`src/rtl/seg_display_pkg.sv`:
```
// Shared constants and types for the seven-segment display path:
// active-low hex glyphs, anode strobe encodings and monitor FSM states.
package seg_display_pkg;

    localparam int unsigned SEG_W   = 7;
    localparam int unsigned CHAR_W  = 4;
    localparam int unsigned AN_W    = 4;
    localparam int unsigned SLOT_W  = 2;
    localparam int unsigned NUM_HEX = 16;

    // {a,b,c,d,e,f,g}, a in the MSB, 0 = segment lit
    localparam logic [SEG_W-1:0] SEG_HEX [NUM_HEX] = '{
        7'h01, 7'h4F, 7'h12, 7'h06,   // 0 1 2 3
        7'h4C, 7'h24, 7'h20, 7'h0F,   // 4 5 6 7
        7'h00, 7'h04, 7'h08, 7'h60,   // 8 9 A b
        7'h31, 7'h42, 7'h30, 7'h38    // C d E F
    };

    // Index is the digit slot: AN_SEL[3] drives an3 low, AN_SEL[0] drives an0 low
    localparam logic [AN_W-1:0] AN_SEL [AN_W] = '{
        4'b1110, 4'b1101, 4'b1011, 4'b0111
    };
    localparam logic [AN_W-1:0] AN_BLANK = 4'b1111;

    localparam logic [SLOT_W-1:0] SLOT_FIRST = 2'd3;
    localparam logic [SLOT_W-1:0] SLOT_LAST  = 2'd0;

    typedef enum logic [0:0] {
        HUNT    = 1'b0,
        CAPTURE = 1'b1
    } mon_state_e;

    typedef struct packed {
        logic              valid;
        logic [CHAR_W-1:0] value;
    } seg_char_t;

endpackage

```
`src/rtl/seg_display_monitor_seg_to_char.sv`:
```
// Combinational reverse lookup of an active-low segment pattern to its hex
// character; anything outside the glyph table (including all-off) is invalid.
module seg_to_char
    import seg_display_pkg::*;
(
    input  logic [SEG_W-1:0] pattern,
    output seg_char_t        decoded_c
);

    always_comb begin
        decoded_c = '0;
        for (int unsigned i = 0; i < NUM_HEX; i++) begin
            if (pattern == SEG_HEX[i]) begin
                decoded_c.valid = 1'b1;
                decoded_c.value = CHAR_W'(i);
            end
        end
    end

endmodule

```
`src/rtl/seg_display_monitor.sv`:
```
// Loopback monitor for the multiplexed four-digit display: resynchronises the
// strobes, samples each settled digit and reassembles full an3..an0 frames.
module seg_display_monitor
    import seg_display_pkg::*;
#(
    parameter int unsigned SETTLE_CYCLES  = 4,
    parameter int unsigned TIMEOUT_CYCLES = 65536
) (
    input  logic        clk,
    input  logic        reset,
    input  logic        an3,
    input  logic        an2,
    input  logic        an1,
    input  logic        an0,
    input  logic        a,
    input  logic        b,
    input  logic        c,
    input  logic        d,
    input  logic        e,
    input  logic        f,
    input  logic        g,
    input  logic        dp,
    output logic [15:0] digits,
    output logic [3:0]  dp_bits,
    output logic        frame_valid,
    output logic        frame_err,
    output logic        locked
);

    localparam int unsigned SYNC_W   = 12;
    localparam int unsigned STAB_W   = 8;
    localparam int unsigned IDLE_W   = $clog2(TIMEOUT_CYCLES + 1);
    localparam int unsigned SHADOW_W = 3 * CHAR_W;

    // Two-flop synchroniser; all-ones reset so every line reads inactive
    logic [SYNC_W-1:0] sync_meta;
    logic [SYNC_W-1:0] sync_q;

    always_ff @(posedge clk or negedge reset) begin
        if (!reset) begin
            sync_meta <= '1;
            sync_q    <= '1;
        end else begin
            sync_meta <= {an3, an2, an1, an0, a, b, c, d, e, f, g, dp};
            sync_q    <= sync_meta;
        end
    end

    logic [AN_W-1:0]  an_s;
    logic [SEG_W-1:0] seg_s;
    logic             dp_s;

    assign an_s  = sync_q[SYNC_W-1 -: AN_W];
    assign seg_s = sync_q[SEG_W:1];
    assign dp_s  = sync_q[0];

    // Dwell tracking: settle counter for sampling, idle counter for lock timeout
    logic [AN_W-1:0]   an_prev;
    logic [STAB_W-1:0] stab_cnt;
    logic [IDLE_W-1:0] idle_cnt;
    logic              an_change_c;
    logic              sample_c;
    logic              timeout_c;

    assign an_change_c = (an_s != an_prev);
    assign sample_c    = !an_change_c && (stab_cnt == STAB_W'(SETTLE_CYCLES - 1));
    assign timeout_c   = !an_change_c && (idle_cnt == IDLE_W'(TIMEOUT_CYCLES - 1));

    always_ff @(posedge clk or negedge reset) begin
        if (!reset) begin
            an_prev  <= AN_BLANK;
            stab_cnt <= '0;
            idle_cnt <= '0;
        end else begin
            an_prev <= an_s;
            if (an_change_c) begin
                stab_cnt <= '0;
            end else if (stab_cnt != STAB_W'(SETTLE_CYCLES)) begin
                stab_cnt <= stab_cnt + STAB_W'(1);
            end
            if (an_change_c) begin
                idle_cnt <= '0;
            end else if (idle_cnt != IDLE_W'(TIMEOUT_CYCLES)) begin
                idle_cnt <= idle_cnt + IDLE_W'(1);
            end
        end
    end

    // Anode classification: blank, single active slot, or malformed
    logic              an_blank_c;
    logic              an_onehot_c;
    logic [SLOT_W-1:0] slot_c;

    assign an_blank_c  = (an_s == AN_BLANK);
    assign an_onehot_c = $onehot(~an_s);

    always_comb begin
        slot_c = '0;
        for (int unsigned i = 0; i < AN_W; i++) begin
            if (an_s == AN_SEL[i]) begin
                slot_c = SLOT_W'(i);
            end
        end
    end

    seg_char_t dec_c;

    seg_to_char u_seg_to_char (
        .pattern   (seg_s),
        .decoded_c (dec_c)
    );

    // Frame FSM
    mon_state_e        state;
    mon_state_e        state_next;
    logic [SLOT_W-1:0] exp_slot;
    logic [SLOT_W-1:0] exp_slot_next;
    logic              store_c;
    logic              done_c;
    logic              err_c;

    always_ff @(posedge clk or negedge reset) begin
        if (!reset) begin
            state    <= HUNT;
            exp_slot <= SLOT_FIRST;
        end else begin
            state    <= state_next;
            exp_slot <= exp_slot_next;
        end
    end

    always_comb begin
        state_next    = state;
        exp_slot_next = exp_slot;
        store_c       = 1'b0;
        done_c        = 1'b0;
        err_c         = 1'b0;

        if (timeout_c) begin
            state_next    = HUNT;
            exp_slot_next = SLOT_FIRST;
        end

        if (sample_c && !an_blank_c) begin
            if (!an_onehot_c) begin
                err_c = 1'b1;
            end else if (state == HUNT) begin
                // Only the an3 slot can open a frame; other slots are skipped
                if (slot_c == SLOT_FIRST) begin
                    if (dec_c.valid) begin
                        store_c       = 1'b1;
                        state_next    = CAPTURE;
                        exp_slot_next = slot_c - SLOT_W'(1);
                    end else begin
                        err_c = 1'b1;
                    end
                end
            end else if ((slot_c != exp_slot) || !dec_c.valid) begin
                err_c = 1'b1;
            end else if (slot_c == SLOT_LAST) begin
                done_c        = 1'b1;
                state_next    = HUNT;
                exp_slot_next = SLOT_FIRST;
            end else begin
                store_c       = 1'b1;
                exp_slot_next = exp_slot - SLOT_W'(1);
            end
        end

        if (err_c) begin
            state_next    = HUNT;
            exp_slot_next = SLOT_FIRST;
        end
    end

    // Shadow holds an3..an1 of the frame in progress
    logic [SHADOW_W-1:0] shadow_chars;
    logic [2:0]          shadow_dp;

    always_ff @(posedge clk or negedge reset) begin
        if (!reset) begin
            shadow_chars <= '0;
            shadow_dp    <= '0;
        end else if (store_c) begin
            case (slot_c)
                2'd3: begin
                    shadow_chars[11:8] <= dec_c.value;
                    shadow_dp[2]       <= ~dp_s;
                end
                2'd2: begin
                    shadow_chars[7:4] <= dec_c.value;
                    shadow_dp[1]      <= ~dp_s;
                end
                default: begin
                    shadow_chars[3:0] <= dec_c.value;
                    shadow_dp[0]      <= ~dp_s;
                end
            endcase
        end
    end

    always_ff @(posedge clk or negedge reset) begin
        if (!reset) begin
            digits      <= '0;
            dp_bits     <= '0;
            frame_valid <= 1'b0;
            frame_err   <= 1'b0;
            locked      <= 1'b0;
        end else begin
            frame_valid <= done_c;
            frame_err   <= err_c;
            if (done_c) begin
                digits  <= {shadow_chars, dec_c.value};
                dp_bits <= {shadow_dp, ~dp_s};
                locked  <= 1'b1;
            end else if (err_c || timeout_c) begin
                locked <= 1'b0;
            end
        end
    end

endmodule

```
`config.mk`:
```
export PLATFORM = sky130hd
export DESIGN_NAME = seg_display_monitor
export DESIGN_NICKNAME = d
export VERILOG_FILES = /design/src/rtl/seg_display_pkg.sv /design/src/rtl/seg_display_monitor_seg_to_char.sv /design/src/rtl/seg_display_monitor.sv
export SDC_FILE = /design/constraint.sdc
export NUM_CORES = 1
export LEC_CHECK = 0
export BUFFER_PORTS_ARGS = -buffer_cell sky130_fd_sc_hd__buf_2
export CAP_MARGIN = 20
export CORE_MARGIN = 5
export CORE_UTILIZATION = 50
export CTS_CLUSTER_DIAMETER = 40
export DETAILED_ROUTE_END_ITERATION = 8
export PLACE_DENSITY = 0.79
export SYNTH_ARGS = -nofsm -noshare
export SYNTH_HDL_FRONTEND = slang
export SYNTH_SLANG_ARGS = --single-unit
```
`constraint.sdc`:
```
create_clock -name clk -period 7.1 [get_ports clk]
set_clock_uncertainty 0.05 [all_clocks]
set_input_delay 0.71 -clock clk [delete_from_list [all_inputs] [get_ports clk]]
set_output_delay 0.71 -clock clk [all_outputs]
set_load 0.02 [all_outputs]
```
==> impl_results.md, run 1 <==
* Flops & latches, synth at 94
* Clk buf depth at 2
* Worst-path clk slew at approximately 100 ps
* Setup CP Type: register to register
* First-pass GRT wire length at 13,600 µm
* CP required at roughly 7300 ps
* CP arrival at roughly 3600 ps
* Top cells by area, synth: dfrtp_1 37%, dfstp_2 18%, mux2_1 4.6%
* RePlAce Congestion at 0.889
* Root buffer cell: clkbuf_8
* Yosys warns at 0
* Largest net degree at the start of global routing at 56
* Synth area leader: dfrtp_1
* Setup Buffers After CTS at 0
* P_leak at 2.21 nW
* Endpoints failing hold at 0
* GRT Util Overall at between 10 and 15%
* Num rows at 34
* Worst-margin pin slew at about 650 ps
* Top FF cell, synth: dfrtp_1
* Final setup viols at 0
* Wire length per cell at around 14 µm
* Post-layout min period at 3430 ps
* Sequential share of power at 60.0%
* DR vias/cell at 5.42
* Design Area, Final at about 4800 µm²
* CTS tree: yes
* Max Slew Vio Count at 0
* Post-DP Area at ~4600 µm²
* Total CTS buffers at 9
* Syn Std Cell Area at ~4400 µm²
* Psw at ~240 µW
* Post-route non-filler standard cell count at between 500 and 600
* Worst Hold Class: input pin to asynchronous set/reset pin
* Synth Net Count at just under 400
* Max_slew headroom at a little under three fifths
* Gate power share at 4.8%
* Syn_area_per_cell at about 12 µm²
* Iter 0 DRT Violations at 81
* Post-CTS Hold Fix Bufs at 0
* Congestion Overflow GR at 0
* RSZ-0062 raised after global routing: no
* DRC viols at 0
* H-Tree Depth at 3
* Register area share after synthesis at between 50% and 60%
* Fmax at around 290 MHz
* Initial antenna violation count at 0
* Clock share of power at a little over a third
* Vias in the first global route at between 2,000 and 3,000
* DR pass1 iterations at 6
* CP Capture Type: register
* Layout cell share with drive strength beyond 1 at a little over a quarter
* Area of the multi-input gates at ~1800 µm²
* CTS sink cnt at 94
* Final core occ at roughly 55%
* Power Density at around 200 nW/µm²
* Post-DRT Antenna Nets at 0
* Area grow syn2layout at 9.20%
* Final net count at between 400 and 500
* Layout filler cell count at between 700 and 800
* Register area at between 2000 and 2500 µm²
* Setup TNS at 0 ps
* DP HPWL at between 5000 and 6000 µm
* Die height at between 100 and 150 µm
* Number of buffers added on ports at 36
* Internal power contribution at 703 µW
* Die Wd at 104 µm
* Clk_lat worst skew at approximately 350 ps
* Synth top area share at ~37%
* Final period utilization at ~48%
* Dpl cells at 498
* Worst vdd ir at between 80 and 90 µV
* Post-synthesis async set-or-reset flop share at 100%
* WHS at between 200 and 300 ps
* Io pins at 37
* Library cells used by synthesis at 65
* Initial Util at about 51%
* Mapped Cells at about 370
* Post-CTS Resized at 0
* Post-synth EDFFs at 0
* CP Launch Type: register
* Max FO, Critical Path at 17
* Via Count at 2,787
* Post-Route WL at 7410 µm
* Placeable Area at 8640 µm²
* Maxcap violations at 0
* Die area at approximately 11,000 µm²
* Switching share of power at about a quarter
* Outcome: finished clean
* # diodes at 0
[final timing paths]
path | from | to | slack, ps | depth (start not counted)
setup / recovery | sync_q[11] | dp_bits[3] | 3670 | 10
hold / removal | reset | stab_cnt[4] | 270 | 1
setup reg to reg | sync_q[11] | dp_bits[3] | 3670 | 10
hold reg to reg | sync_meta[6] | sync_q[6] | 300 | 0
max in group asynchronous | reset | shadow_chars[0] | 5730 | 2
min in group clk | sync_meta[6] | sync_q[6] | 300 | 0
[sequential cells by signal, indices dropped and copies added, names as in the netlist, 3 cells and up]
register and cells:
sync_meta 12, idle_cnt 17, stab_cnt 8, sync_q 12
an_prev 4, shadow_chars 12, dp_bits 4, shadow_dp 3
digits 16
[layout make-up]
cell class,instances,area share [%]
Timing Repair Buffer,39,4.29
Sequential cell,94,50.0
Clock inverter,7,1.31
Tap cell,108,2.83
Clock buffer,9,2.59
Multi-Input combinational cell,241,37.7
Inverter,16,1.26
[cells in the mapped netlist, drive strengths merged, types with 4 or more instances]
| master | count |
|---|---|
| nand4 | 7 |
| ha | 9 |
| nor4 | 6 |
| nand3 | 15 |
| nor3b | 4 |
| nor2b | 4 |
| or3 | 4 |
| inv | 16 |
| buf | 13 |
| dfstp | 30 |
| a21oi | 11 |
| nand2 | 15 |
| xnor2 | 12 |
| and3 | 6 |
| nor2 | 35 |
| xor2 | 15 |
| clkbuf | 5 |
| dfrtp | 64 |
| mux2 | 31 |
| o21ai | 10 |
| nor3 | 4 |
[stage by stage]
step                worst slack, ps  total power, mW
floorplan                      4170            0.599
global placement               3720            0.617
detailed placement             3630            0.619
CTS                            3640            0.954
global route                   3350            0.986
finish                         3670            0.939
[power by group through the flow]
stage / logic, mW / clock network [mW] / registers (mW)
after floorplan: 0.0343 / 0 / 0.565
after global routing: 0.0526 / 0.368 / 0.566
after detailed placement: 0.0460 / 0 / 0.573
final: 0.0450 / 0.331 / 0.563
after CTS: 0.0462 / 0.344 / 0.564
after global placement: 0.0446 / 0 / 0.573
[critical path, cell delays in order (launching register included)]
cell and delay, ps:
dfstp_2 690, fa_1 450, inv_1 60, ha_1 130
ha_1 220, nor3b_1 270, and4b_1 280, o21ai_4 110
nor3_2 370, buf_4 330, mux2_2 360
[per-layer routing]
metal / vias to the layer above / wire length [µm] / track usage (%)
li1: 1360 / - / -
met1: 1366 / 3480 / 20.2
met2: 53 / 3530 / 23.3
met3: 8 / 326 / 4.60
met4: 0 / 74 / 3.75
met5: - / 0 / 0
[cell families after synthesis]
logic type	count (synthesis)	share of synthesized area, %
fa+ha+maj	11	3.29
mux	34	9.00
buf+inv	34	4.20
flops	94	54.6
xor+xnor	27	5.40
simple gates	121	15.5
compound gates	48	7.97
[placed cells by master, fill, tap and decap left out, types with 3 or more instances in the layout]
master	instances
dfrtp_1	64
nand2b_1	3
ha_1	9
mux2_2	9
and2_1	3
xor2_1	15
mux2_1	18
nor3b_1	4
buf_2	35
inv_1	16
buf_4	4
xnor2_1	12
o21ai_0	7
nand4_1	7
mux2i_1	3
mux2_4	4
o21bai_1	3
nand2_1	15
a31oi_1	3
and3_1	6
a21oi_1	11
and3b_1	3
nand3_1	15
inv_6	4
clkbuf_8	9
nor2b_1	4
nor4_1	5
dfstp_2	30
or3_1	3
nor2_1	35
Power figures use the tool's default switching activity.
==> inputs of run 2 (changes only) <==
--- a/config.mk
+++ b/config.mk
@@ -5,6 +5,7 @@
 export SDC_FILE = /design/constraint.sdc
 export NUM_CORES = 1
 export LEC_CHECK = 0
+export ABC_AREA = 1
 export BUFFER_PORTS_ARGS = -buffer_cell sky130_fd_sc_hd__buf_2
 export CAP_MARGIN = 20
 export CORE_MARGIN = 5
==> constraint.sdc (replaced) <==
create_clock -name clk -period 3.4 [get_ports clk]
set_clock_uncertainty 0.05 [all_clocks]
set_input_delay 0.34 -clock clk [delete_from_list [all_inputs] [get_ports clk]]
set_output_delay 0.34 -clock clk [all_outputs]
set_load 0.02 [all_outputs]
==> run 2 against run 1 <==
Net effect: non-clock buffer count up 1; synthesized area up 0.63%; global-route usage up 1.1 points; cell count up 27%; die area up 0.57%; critical endpoint is now dp_bits[2].
==> impl_results.md, run 2 <==
* Maxcap violations at 0 (unchanged)
* Post-Route WL at 7900 µm (was 7410 µm)
* Fmax at 369 MHz (was 292 MHz)
* Power Density at 416 nW/µm² (was 196 nW/µm²)
* Crit-path cells: fa_1 -> inv_1 -> ha_1 -> ha_1 -> nor3_1 -> inv_1 -> nor2_4 -> inv_2 -> nor2_4 -> nand2_8 -> inv_6 -> nand2_1 -> nand2_1 (was fa_1 -> inv_1 -> ha_1 -> ha_1 -> nor3b_1 -> and4b_1 -> o21ai_4 -> nor3_2 -> buf_4 -> mux2_2)
* CP max stage cell: dfstp_2 (unchanged)
* Outcome: finished clean (unchanged)
* Biggest regs: idle_cnt x17, digits x16 (unchanged)
* RSZ-0062 raised after global routing: no (unchanged)
* Total CTS buffers at 9 (unchanged)
* RePlAce Congestion at 0.887 (was 0.889)
* Setup TNS at 0 ps (unchanged)
* Post-CTS Resized at 0 (unchanged)
* Placeable Area at 8640 µm² (unchanged)
* Post-synth top cells: 124 x nand2_1, 64 x dfrtp_1, 59 x inv_1 (was 64 x dfrtp_1, 35 x nor2_1, 30 x dfstp_2)
* Iter 0 DRT Violations at 122 (was 81)
* Setup CP Type: register to register (unchanged)
* Post-CTS Hold Fix Bufs at 1 (was 0)
* Top cells by area, synth: dfrtp_1 36%, dfstp_2 18%, nand2_1 11% (was dfrtp_1 37%, dfstp_2 18%, mux2_1 4.6%)
* Register area share after synthesis at 54.2% (was 54.6%)
* Syn_area_per_cell at 8.90 µm² (was 11.9 µm²)
* Top-count cell post-synth: nand2_1 (was dfrtp_1)
* Endpoints failing hold at 0 (unchanged)
* DR vias/cell at 5.10 (was 5.42)
* Die Wd at 104 µm (about the same)
* # diodes at 0 (unchanged)
* Layout cell share with drive strength beyond 1 at 21.7% (was 27.3%)
* Final period utilization at 79.7% (was 48.3%)
* Final setup viols at 0 (unchanged)
* Area grow syn2layout at 11.6% (was 9.20%)
* Post-synthesis async set-or-reset flop share at 100% (unchanged)
* Post-DRT Antenna Nets at 0 (unchanged)
* Initial Util at 51.0% (was 50.7%)
* GRT Util Overall at 16.0% (was 14.9%)
* Root buffer cell: clkbuf_8 (unchanged)
* Worst Hold Class: input pin to register (was input pin to asynchronous set/reset pin)
* DRC viols at 0 (unchanged)
* Flops & latches, synth at 94 (unchanged)
* Vias in the first global route at 3,370 (was 2,861)
* Via Count at 3,319 (was 2,787)
* Io pins at 37 (unchanged)
* P_leak at 2.47 nW (was 2.21 nW)
* Worst-path clk slew at 80 ps (was 100 ps)
* Max_slew headroom at 59.0% (was 56.9%)
* H-Tree Depth at 3 (unchanged)
* CTS sink cnt at 94 (unchanged)
* Final net count at 562 (was 425)
* Library cells used by synthesis at 38 (was 65)
* Synth Net Count at 519 (was 393)
* Most frequent cells in the layout: 124 x nand2_1, 64 x dfrtp_1, 59 x inv_1 (was 64 x dfrtp_1, 35 x nor2_1, 35 x buf_2)
* Yosys warns at 0 (unchanged)
* Worst-margin pin slew at 615 ps (was 647 ps)
* Number of buffers added on ports at 36 (unchanged)
* Post-layout min period at 2710 ps (was 3430 ps)
* Commonest non-fill, non-tap cell in the layout: nand2_1 (was dfrtp_1)
* Max Slew Vio Count at 0 (unchanged)
* Largest net degree at the start of global routing at 51 (was 56)
* Worst vdd ir at 201 µV (was 88.4 µV)
* Synth top area share at 36.4% (was 36.6%)
* Num rows at 34 (unchanged)
* Syn Std Cell Area at 4410 µm² (was 4380 µm²)
* Initial antenna violation count at 0 (unchanged)
* CTS tree: yes (unchanged)
* DP HPWL at 6020 µm (was 5370 µm)
* Setup Buffers After CTS at 0 (unchanged)
* CP arrival at 2950 ps (was 3630 ps)
* Congestion Overflow GR at 0 (unchanged)
* Max reg flops at 17 (unchanged)
* Clk_lat worst skew at 350 ps (about the same)
* Max FO, Critical Path at 28 (was 17)
* First-pass GRT wire length at 14,600 µm (was 13,600 µm)
* Final core occ at 56.9% (was 55.4%)
* Clk buf depth at 2 (unchanged)
* CP required at 3640 ps (was 7300 ps)
* CP Launch Type: register (unchanged)
* DR pass1 iterations at 4 (was 6)
* Post-synth EDFFs at 0 (unchanged)
* Mapped Cells at 495 (was 369)
* Top FF cell, synth: dfrtp_1 (unchanged)
* Synth area leader: dfrtp_1 (unchanged)
* Die area at 10,800 µm² (was 10,700 µm²)
* Biggest register: idle_cnt (unchanged)
* Die height at 104 µm (about the same)
* CP Capture Type: register (unchanged)
* Wire length per cell at 12.1 µm (was 14.4 µm)
* Largest stage delay on the critical path at 620 ps (was 690 ps)
[run 2: through the flow]
| step | cells | instance area (µm²) | power (mW) | hold WS [ps] | setup WS, ps |
|---|---|---|---|---|---|
| 2_1_floorplan | 495 | 4410 | 1.24 | -5.59 | 851 |
| 3_3_place_gp | 634 | 4680 | 1.29 | 296 | 752 |
| 3_5_place_dp | 634 | 4680 | 1.29 | 297 | 644 |
| 4_1_cts | 651 | 4910 | 2.08 | 7.26 | 658 |
| 5_1_grt | 651 | 4910 | 2.14 | 4.53 | 476 |
| 6_report | 651 | 4910 | 2.04 | 29.1 | 691 |
[run 2: cell families (layout without fill, tap and decap cells)]
kind of cell	count (synthesis)	after routing	share of synthesized area (%)
buffers and inverters	75	123	7.33
AND/OR/NAND/NOR	257	257	27.6
flip-flops	94	94	54.2
XOR/XNOR	6	6	1.19
adder cells (fa/ha/maj)	10	10	3.01
AO/OA/AOI/OAI	53	53	6.62
[run 2: layout make-up]
cell class	instances	area, µm²
inverters	67	262
clock buffers	14	184
clock inverters	2	36.3
multi-input cells	326	1690
flip-flops and latches	94	2390
fillers	756	3720
well taps	108	135
repair buffers	40	215
[run 2: critical path: cells and delay by family (launching register included)]
| family | cells | cell delay, ps |
|---|---|---|
| adder cells (fa/ha/maj) | 3 | 780 |
| AND/OR/NAND/NOR | 6 | 770 |
| flip-flops | 1 | 620 |
| buffers and inverters | 4 | 420 |
[run 2: path summary, 6_finish.rpt]
kind	from	end	slack [ps]	depth (start not counted)
worst max-delay path	sync_q[11]	dp_bits[2]	690	13
worst min-delay path	e	sync_meta[3]	30	1
worst max register to register	sync_q[11]	dp_bits[2]	690	13
worst min register to register	sync_meta[8]	sync_q[8]	310	0
max in group asynchronous	reset	sync_meta[0]	2010	3
min in group asynchronous	reset	frame_valid	470	2
[run 2: metal layers]
layer  up-vias  GRT usage [%]  wire length, µm
li1       1673              -                -
met1      1566           20.0             3560
met2        71           27.0             3870
met3         9           3.60              361
met4         0           5.92              115
met5         -              0                0
[run 2: power breakdown]
group | internal, mW | switching (mW)
sequential | 1.15 | 0.0146
clock | 0.426 | 0.351
combinational | 0.0312 | 0.0721
total | 1.61 | 0.437
==> inputs of run 3 (changes only) <==
--- a/config.mk
+++ b/config.mk
@@ -5,7 +5,7 @@
 export SDC_FILE = /design/constraint.sdc
 export NUM_CORES = 1
 export LEC_CHECK = 0
-export ABC_AREA = 1
+export ABC_AREA = 0
 export BUFFER_PORTS_ARGS = -buffer_cell sky130_fd_sc_hd__buf_2
 export CAP_MARGIN = 20
 export CORE_MARGIN = 5
==> constraint.sdc (replaced) <==
create_clock -name clk -period 2.54 [get_ports clk]
set_clock_uncertainty 0.05 [all_clocks]
set_input_delay 0.254 -clock clk [delete_from_list [all_inputs] [get_ports clk]]
set_output_delay 0.254 -clock clk [all_outputs]
set_load 0.02 [all_outputs]
==> run 3 against run 2 <==
Net effect: non-clock buffer count increased by 37; hold slack better by 280 ps; first-iteration DRC count up 24%; power increased by 33%; count of clock-buffer cells in the layout is 5 lower; critical path type unchanged; global-route usage is essentially flat; the flow now finishes with violations (setup timing); clock power is 25% higher; core utilization is 4.4 points higher; worst setup slack worse by 1100 ps; die area decreased by 0.57%.
==> impl_results.md, run 3 (synthesis gave the netlist of run 1 again) <==
* Congestion Overflow GR at 0 (unchanged)
* Most Crowded Layer GR: met2 (unchanged)
* Total power at 2.72 mW (was 2.04 mW)
* Setup CP Type: register to register (unchanged)
* Worst-path clk slew at 90 ps (was 80 ps)
* RePlAce Congestion at 0.821 (was 0.887)
* Clock share of power at 35.6% (was 38.0%)
* DRC viols at 0 (unchanged)
* CP top delay family: simple AND/OR/NAND/NOR gates (was adder cells)
* Biggest register: idle_cnt (unchanged)
* Met3 Use GR at 4.60% (was 3.60%)
* Gate power share at 6.8% (was 5.1%)
* Worst Hold Class: register to register (was input pin to register)
* Crit-path cells: fa_1 -> inv_1 -> ha_2 -> ha_4 -> nor3b_4 -> and4b_1 -> o21ai_4 -> buf_6 -> or3_4 -> mux2_4 (was fa_1 -> inv_1 -> ha_1 -> ha_1 -> nor3_1 -> inv_1 -> nor2_4 -> inv_2 -> nor2_4 -> nand2_8 -> inv_6 -> nand2_1 -> nand2_1)
* RSZ-0062 raised after global routing: yes (was no)
* R2R Path Start: sync_q[11] (unchanged)
* Endpoints failing hold at 0 (unchanged)
* H-Tree Depth at 3 (unchanged)
* CP Launch Type: register (unchanged)
* DR pass1 iterations at 4 (unchanged)
* Worst vdd ir at 243 µV (was 201 µV)
* Area grow syn2layout at 20.9% (was 11.6%)
* Clk_lat worst skew at 360 ps (was 350 ps)
* Final worst slack at -427 ps (was 691 ps)
* Post-Route WL at 8220 µm (was 7900 µm)
* CTS sink cnt at 94 (unchanged)
* Biggest regs: idle_cnt x17, digits x16 (unchanged)
* CP arrival at 3160 ps (was 2950 ps)
* CP Capture Type: register (unchanged)
* Final period utilization at 117% (was 79.7%)
* Outcome: finished with violations (was finished clean)
* Clk buf depth at 2 (unchanged)
* Iter 0 DRT Violations at 151 (was 122)
* Critical path origin: sync_q[11] (unchanged)
* Total CTS buffers at 9 (unchanged)
* Failing checks: setup timing
* Via Count at 2,975 (was 3,319)
* Psw at 640 µW (was 437 µW)
* Io pins at 37 (unchanged)
* First-pass GRT wire length at 14,400 µm (was 14,600 µm)
* Worst-margin pin slew at 533 ps (was 615 ps)
* CP max stage cell: dfstp_2 (unchanged)
* Final core occ at 61.3% (was 56.9%)
* Dpl cells at 514 (was 634)
* Post-layout min period at 2970 ps (was 2710 ps)
* Initial Util at 50.7% (was 51.0%)
* Met1 GRT Util at 20.7% (was 20.0%)
* Final setup viols at 39 (was 0)
* Switching share of power at 23.5% (was 21.4%)
* Max FO, Critical Path at 5 (was 28)
* Largest stage delay on the critical path at 550 ps (was 620 ps)
* Hold path start: sync_meta[4] (was e)
* Pre-CTS WS at -386 ps (was 644 ps)
* Number of buffers added on ports at 36 (unchanged)
* WHS at 309 ps (was 29.1 ps)
* DR vias/cell at 5.39 (was 5.10)
* Post-DRT Antenna Nets at 0 (unchanged)
* P_leak at 2.42 nW (was 2.47 nW)
* # diodes at 0 (unchanged)
* CP Buf/Inv Count at 2 (was 4)
* Wire length per cell at 14.9 µm (was 12.1 µm)
* Post-route non-filler standard cell count at 552 (was 651)
* Die Wd at 104 µm (about the same)
* Most frequent cells in the layout: 64 x dfrtp_1, 35 x buf_2, 34 x nor2_1 (was 124 x nand2_1, 64 x dfrtp_1, 59 x inv_1)
* Die area at 10,700 µm² (was 10,800 µm²)
* Vias in the first global route at 2,988 (was 3,370)
* Maxcap violations at 0 (unchanged)
* Max_slew headroom at 64.4% (was 59.0%)
* Internal power contribution at 2.08 mW (was 1.61 mW)
* Initial antenna violation count at 0 (unchanged)
* Fmax at 337 MHz (was 369 MHz)
* Grt met2 use at 26.1% (was 27.0%)
* Commonest non-fill, non-tap cell in the layout: dfrtp_1 (was nand2_1)
* CTS tree: yes (unchanged)
* Max reg flops at 17 (unchanged)
* Sequential share of power at 57.6% (was 56.9%)
* Root buffer cell: clkbuf_8 (unchanged)
* CP required at 2740 ps (was 3640 ps)
* Power Density at 515 nW/µm² (was 416 nW/µm²)
* Final net count at 463 (was 562)
* Layout cell share with drive strength beyond 1 at 35.8% (was 21.7%)
* Num rows at 34 (unchanged)
* Placeable Area at 8640 µm² (unchanged)
* DP HPWL at 5470 µm (was 6020 µm)
* Largest net degree at the start of global routing at 55 (was 51)
* Die height at 104 µm (about the same)
* GRT Util Overall at 16.0% (about the same)
* Max Slew Vio Count at 0 (unchanged)
## run 3: changes by cell type in the layout (fill, tap and decap cells not counted), sizes merged, moves of 8 or more
cell,previous run,this run
nand2,135,15
inv,67,18
mux2,0,31
buf,39,64
nor2,57,35
o21ai,25,10
nor3,17,4
dlygate4sd3,1,13
xnor2,0,12
a21oi,21,11
nand4,17,7
xor2,6,15
nand3,23,15
## run 3: metrics by stage
| stage | setup TNS (ps) | area (µm²) |
|---|---|---|
| floorplan | -8050 | 4390 |
| detailed placement | -12040 | 4760 |
| finish | -13290 | 5290 |
| global route | -18390 | 5290 |
| global placement | -9700 | 4760 |
| CTS | -10160 | 5180 |
## run 3: final timing paths
kind                                   end  slack [ps]  cells past startpoint
setup / recovery           shadow_chars[9]        -430                     10
hold / removal                   sync_q[4]         310                      0
setup reg to reg           shadow_chars[9]        -430                     10
hold reg to reg                  sync_q[4]         310                      0
max in group asynchronous     sync_meta[9]        1380                      3
min in group asynchronous        digits[6]         360                      2
## run 3: final cells by class
| type | instances | area (µm²) |
|---|---|---|
| Fill cell | 684 | 3340 |
| Sequential cell | 94 | 2390 |
| Multi-Input combinational cell | 241 | 1950 |
| Timing Repair Buffer | 77 | 562 |
| Tap cell | 108 | 135 |
| Clock buffer | 9 | 124 |
| Clock inverter | 7 | 71.3 |
| Inverter | 16 | 60.1 |
## run 3: repair_timing
action                                  CTS  global route
endpoints found under the setup margin   38            40
buffers inserted                          3             7
hold buffers                             13             0
gates resized for setup                  15            25
cloned                                    1             0
hold endpoints to repair                 48             0
pin swaps                                 2             6
## run 3: power by group through the flow
stage / Sequential, mW / Combinational (mW) / Clock, mW
after global placement: 1.59 / 0.152 / 0
after global routing: 1.57 / 0.211 / 1.06
after floorplan: 1.58 / 0.0979 / 0
after detailed placement: 1.59 / 0.156 / 0
final: 1.57 / 0.186 / 0.969
after CTS: 1.57 / 0.178 / 0.996
## run 3: per-layer routing
| layer | part of all wire (%) | vias to the layer above | routed length, µm |
|---|---|---|---|
| li1 | - | 1436 | - |
| met1 | 45 | 1480 | 3670 |
| met2 | 50 | 51 | 4140 |
| met3 | 4.3 | 8 | 351 |
| met4 | 0.69 | 0 | 57 |
| met5 | 0 | - | 0 |
